File: src/rtl/alu_wide_seq.sv
// alu_wide_seq: 16-bit add/sub/shift-by-one sequencer that drives an 8-bit ALU over LO, HI and FIX passes
module alu_wide_seq #(
  parameter logic [7:0] OP_ADD = 8'h00,
  parameter logic [7:0] OP_SUB = 8'h01,
  parameter logic [7:0] OP_LSL = 8'h05,
  parameter logic [7:0] OP_LSR = 8'h06,
  parameter logic [7:0] OP_OR  = 8'h03
) (
  input  logic        clk,
  input  logic        reset_n,
  input  logic        start_i,
  input  logic [1:0]  wop_i,
  input  logic [15:0] a_i,
  input  logic [15:0] b_i,
  output logic [7:0]  alu_rs_o,
  output logic [7:0]  alu_rt_o,
  output logic [8:0]  alu_op_o,
  input  logic [7:0]  alu_res_i,
  output logic        busy_o,
  output logic        done_o,
  output logic [15:0] result_o,
  output logic        carry_o
);
  typedef enum logic [2:0] {IDLE, LO, HI, FIX, DONE} state_t;
  state_t state;
  logic [15:0] a_q, b_q;
  logic [1:0] wop_q;
  logic [7:0] lo_q, hi_q;
  logic c0_q, c1_q, av, bv, c_pass, fix_c;
  function automatic logic [7:0] pass_op(input logic [1:0] w);
    return w == 2'b00 ? OP_ADD : w == 2'b01 ? OP_SUB : w == 2'b10 ? OP_LSL : OP_LSR;
  endfunction
  always_comb begin
    av = state == HI ? a_q[15] : a_q[7];
    bv = state == HI ? b_q[15] : b_q[7];
    c_pass = wop_q[0] ? (~av & bv) | ((~av | bv) & alu_res_i[7])
                      : (av & bv) | ((av | bv) & ~alu_res_i[7]);
    fix_c = wop_q == 2'b00 ? c1_q | (&hi_q & c0_q) :
            wop_q == 2'b01 ? c1_q | (~|hi_q & c0_q) :
            wop_q == 2'b10 ? a_q[15] : a_q[0];
  end
  always_ff @(posedge clk or negedge reset_n) begin
    if (!reset_n) begin
      state <= IDLE;
      a_q <= '0;
      b_q <= '0;
      wop_q <= '0;
      lo_q <= '0;
      hi_q <= '0;
      c0_q <= 1'b0;
      c1_q <= 1'b0;
      alu_rs_o <= '0;
      alu_rt_o <= '0;
      alu_op_o <= {OP_OR, 1'b0};
      busy_o <= 1'b0;
      done_o <= 1'b0;
      result_o <= '0;
      carry_o <= 1'b0;
    end else begin
      case (state)
        IDLE: if (start_i) begin
          state <= LO;
          a_q <= a_i;
          b_q <= b_i;
          wop_q <= wop_i;
          busy_o <= 1'b1;
          alu_rs_o <= a_i[7:0];
          alu_rt_o <= wop_i[1] ? 8'd1 : b_i[7:0];
          alu_op_o <= {pass_op(wop_i), 1'b0};
        end
        LO: begin
          state <= HI;
          lo_q <= alu_res_i;
          c0_q <= c_pass;
          alu_rs_o <= a_q[15:8];
          alu_rt_o <= wop_q[1] ? 8'd1 : b_q[15:8];
        end
        HI: begin
          state <= FIX;
          hi_q <= alu_res_i;
          c1_q <= c_pass;
          alu_rs_o <= wop_q == 2'b11 ? lo_q : alu_res_i;
          alu_rt_o <= wop_q == 2'b11 ? {a_q[8], 7'b0} : wop_q == 2'b10 ? {7'b0, a_q[7]} : {7'b0, c0_q};
          alu_op_o <= {wop_q[1] ? OP_OR : pass_op(wop_q), 1'b0};
        end
        FIX: begin
          state <= DONE;
          result_o <= wop_q == 2'b11 ? {hi_q, alu_res_i} : {alu_res_i, lo_q};
          carry_o <= fix_c;
          busy_o <= 1'b0;
          done_o <= 1'b1;
          alu_rs_o <= '0;
          alu_rt_o <= '0;
          alu_op_o <= {OP_OR, 1'b0};
        end
        default: begin
          state <= IDLE;
          done_o <= 1'b0;
        end
      endcase
    end
  end
endmodule

File: config.mk
export PLATFORM = sky130hd
export DESIGN_NAME = alu_wide_seq
export DESIGN_NICKNAME = d
export VERILOG_FILES = /design/src/rtl/alu_wide_seq.sv
export SDC_FILE = /design/constraint.sdc
export NUM_CORES = 1
export LEC_CHECK = 0
export CAP_MARGIN = 20
export CORE_MARGIN = 3
export CORE_UTILIZATION = 33
export CTS_CLUSTER_SIZE = 30
export DETAILED_ROUTE_END_ITERATION = 10
export PLACE_DENSITY_LB_ADDON = 0.3
export SYNTH_ARGS = -nofsm -noshare
export SYNTH_HDL_FRONTEND = slang
export SYNTH_SLANG_ARGS = --single-unit
File: constraint.sdc
create_clock -name clk -period 1.9 [get_ports clk]
set_input_delay 0.38 -clock clk [delete_from_list [all_inputs] [get_ports clk]]
set_output_delay 0.38 -clock clk [all_outputs]
set_load 0.01 [all_outputs]
==> summary.md <==
| Metric | Value |
|---|---|
| Clock sink total | 80 |
| Synth Instances | 380 |
| 1st-pass router iterations | 5 |
| Grt total ovfl | 0 |
| Routed Antenna Nets | 0 |
| YS warnings | 0 |
| Crit path arrival time | 1400 ps |
| Initial antenna violation count | 0 |
| Num CTS Buffers | 9 |
| Max_cap viols | 0 |
| Mapped Avg Cell Area | 10.0 um^2 |
| Routed len/inst | 15.3 um |
| Yosys reg bits | 80 |
| IO buf count | 82 |
| GRT Overall Usage | 15.6% |
| CTS root buffer | clkbuf_16 |
| Period utilisation layout | 93.7% |
| CTS max path bufs | 2 |
| Worst Setup End Kind | primary output |
| Status | complete, no violations |
| Yosys cell types | 43 |
| Critical path required time | 1520 ps |
| Multi-input logic area | 1580 um^2 |
| CP peak stage delay | 540 ps |
| Syn-to-layout area delta | 36.3% |
| Peak supply drop | 0.634 mV |
| CTS tree | built |
| Sequential Area | 2000 um^2 |
| IO Count | 89 |
| DP Wirelength | 7.00 mm |
| Post-synthesis mux area share | 11.6% |
| Die area | 12800 um^2 |
| Fmax achieved | 562 MHz |
| Antenna Cells | 0 |
| XOR/XNOR Fraction of Synth Area | 0% |
| Critical-path cell list | clkdlybuf4s50_1 |
| RSZ-0062 raised after global routing | no |
| Setup_tns | 0 ps |
| Setup violators final | 0 |
| Fin Clk Skew | 8.02 ps |
| First-pass GRT wire length | 16.0 mm |
| Hold WS | 444 ps |
| Post-CTS Setup Bufs | 0 |
| Main combinational cell family by area after synthesis | simple AND/OR/NAND/NOR gates |
| Crit path setup slack, layout | 120 ps |
| Bufs and invs on worst path | 1 |
| Pre-CTS setup slack | 51.9 ps |
| Vias in the first global route | 3188 |
| H-Tree Depth | 3 |
| Net count reported at finish | 520 |
| Startpoint types | flop |
| Die Y | 113 um |
| WL final | 9.45 mm |
| Post-synthesis simple-gate area fraction | 14.3% |
| Hold Crit Class | in2async |
| Fill count | 1048 |
| Final-report hold violation count | 0 |
| Routability cong. | 0.796 |
| Post-layout min period | 1780 ps |
| CTS clk-pin slew, worst paths | 60 ps |
| Power density over the cells | 1710 nW/um^2 |
| Slowest cell on crit path | dfstp_2 |
| Vias | 3021 |
| Die W | 113 um |
| Top delay family on crit path | flip-flops |
| DRT iter0 DRCs | 158 |
| Core Region | 11000 um^2 |
| Site row count | 38 |
| Layout cell share with drive strength beyond 1 | 16.1% |
| Sequential area share after synthesis | 52.7% |
| CP Max Fanout | 2 |
| Initial Util | 34.5% |
| Post-Synth Adder-Cell Area | 0.987% |
| DRC | 0 |
| Compound-Gate Fraction of Synth Area | 13.9% |
| Largest net degree at the start of global routing | 48 |
| Clk_lat worst skew | 330 ps |
| Slew Limit Fails | 0 |
| Leakage Power | 2.33 nW |
| Critical path class | reg2out |
| Most frequent cells in the layout | nand2_1 (81), clkdlybuf4s50_1 (81), dfrtp_1 (78), o21ai_0 (34), buf_4 (25) |
| Cell Area, Synth | 3800 um^2 |
| Via density | 4.90 |
==> worst paths after layout <==
path | startpoint | end | slack (ps) | cells after the start
min in group clk | alu_rs_o[4]$_DFFE_PN0P_ | alu_rs_o[4]$_DFFE_PN0P_ | 480 | 2
max reg2reg | wop_q[0]$_DFFE_PN0P_ | alu_rs_o[5]$_DFFE_PN0P_ | 200 | 4
max in group asynchronous | reset_n | alu_op_o[1]$_DFFE_PN1P_ | 910 | 3
max | alu_op_o[2]$_DFFE_PN1P_ | alu_op_o[2] | 120 | 1
min reg2reg | alu_rs_o[4]$_DFFE_PN0P_ | alu_rs_o[4]$_DFFE_PN0P_ | 480 | 2
min | reset_n | result_o[5]$_DFFE_PN0P_ | 440 | 2
==> flip-flops by register name, indices dropped and copies added (netlist names) <==
signal	cells
a_q	10
alu_op_o	3
alu_rs_o	8
alu_rt_o	8
b_q	9
busy_o	1
c0_q	1
c1_q	1
carry_o	1
done_o	1
hi_q	8
lo_q	8
result_o	16
state	3
wop_q	2
==> cell type report <==
class / instances / share of cell area (%)
tap: 140 / 3.38
clock inverter: 6 / 1.64
sequential: 80 / 38.7
inverter: 15 / 1.09
timing repair buffer: 109 / 20.2
multi-input combinational: 257 / 30.6
clock buffer: 10 / 4.42
==> metrics by stage <==
step           std cells  cell area [um^2]  util, %  total power, W
3_3_place_gp         600              4860     44.0         0.00699
5_1_grt              617              5180     47.0         0.00955
6_report             617              5180     47.0         0.00886
4_1_cts              617              5180     47.0         0.00895
3_5_place_dp         600              4860     44.0         0.00710
2_1_floorplan        385              3820        -         0.00545
==> synthesized netlist by cell type <==
| cell type | count | area share (%) |
|---|---|---|
| nor4b_2 | 1 | 0.39 |
| or2_1 | 1 | 0.16 |
| o32ai_1 | 1 | 0.23 |
| inv_1 | 15 | 1.5 |
| ha_1 | 3 | 0.99 |
| o21a_1 | 2 | 0.39 |
| conb_1 | 1 | 0.099 |
| o31ai_1 | 8 | 1.6 |
| mux2i_1 | 17 | 4.5 |
| buf_4 | 6 | 1.2 |
| buf_6 | 3 | 0.89 |
| nand2b_1 | 4 | 0.66 |
| o211ai_1 | 3 | 0.59 |
| buf_2 | 15 | 2.0 |
| nor2_2 | 1 | 0.16 |
| dfrtp_1 | 78 | 51 |
| nand4b_1 | 1 | 0.23 |
| clkbuf_1 | 9 | 0.89 |
| nor3b_2 | 1 | 0.33 |
| or4b_4 | 1 | 0.36 |
| mux2_2 | 24 | 7.1 |
| nor2_1 | 14 | 1.4 |
| nand2_1 | 81 | 8.0 |
| nand2_2 | 1 | 0.16 |
| o21ai_0 | 34 | 4.5 |
| a32oi_1 | 1 | 0.23 |
| o21ba_2 | 1 | 0.26 |
| a21oi_1 | 14 | 1.8 |
| a22oi_1 | 6 | 1.2 |
| or2_2 | 1 | 0.16 |
| a31oi_1 | 1 | 0.16 |
| nor2b_1 | 4 | 0.66 |
| o21ai_1 | 1 | 0.13 |
| nand3b_1 | 1 | 0.20 |
| nand4_1 | 2 | 0.33 |
| o31ai_2 | 1 | 0.33 |
| nor3_1 | 5 | 0.66 |
| dfstp_2 | 2 | 1.4 |
| a31o_1 | 1 | 0.23 |
| o311ai_0 | 3 | 0.69 |
| nor4_1 | 1 | 0.16 |
| a211oi_1 | 8 | 1.6 |
| nand3_1 | 2 | 0.26 |
==> where the power goes <==
group	internal (W)	switching [W]	total [W]	leakage, nW
Combinational	0.00198	0.00192	0.00390	1.21
Sequential	0.00256	0.000581	0.00314	0.976
Clock	0.00115	0.000675	0.00182	0.148
Total	0.00568	0.00318	0.00886	2.33
==> cell families after synthesis <==
| logic type | count (synthesis) |
|---|---|
| mux | 41 |
| buf+inv | 48 |
| flops | 80 |
| other cells | 1 |
| simple gates | 122 |
| compound gates | 85 |
| fa+ha+maj | 3 |
==> per-layer routing <==
layer / global-route usage, % / wire length [um] / up-vias
met2: 25.2 / 4390 / 86
met3: 4.28 / 485 / 19
met4: 5.53 / 204 / 0
met1: 20.2 / 4370 / 1439
li1: - / - / 1477
met5: 0 / 0 / -
==> timing repair <==
item                       CTS  global route
hold buffers                 1             0
setup endpoints to repair    0             1
hold endpoints to repair    12             0
gates resized for setup      0             1
Power figures use the tool's default switching activity.
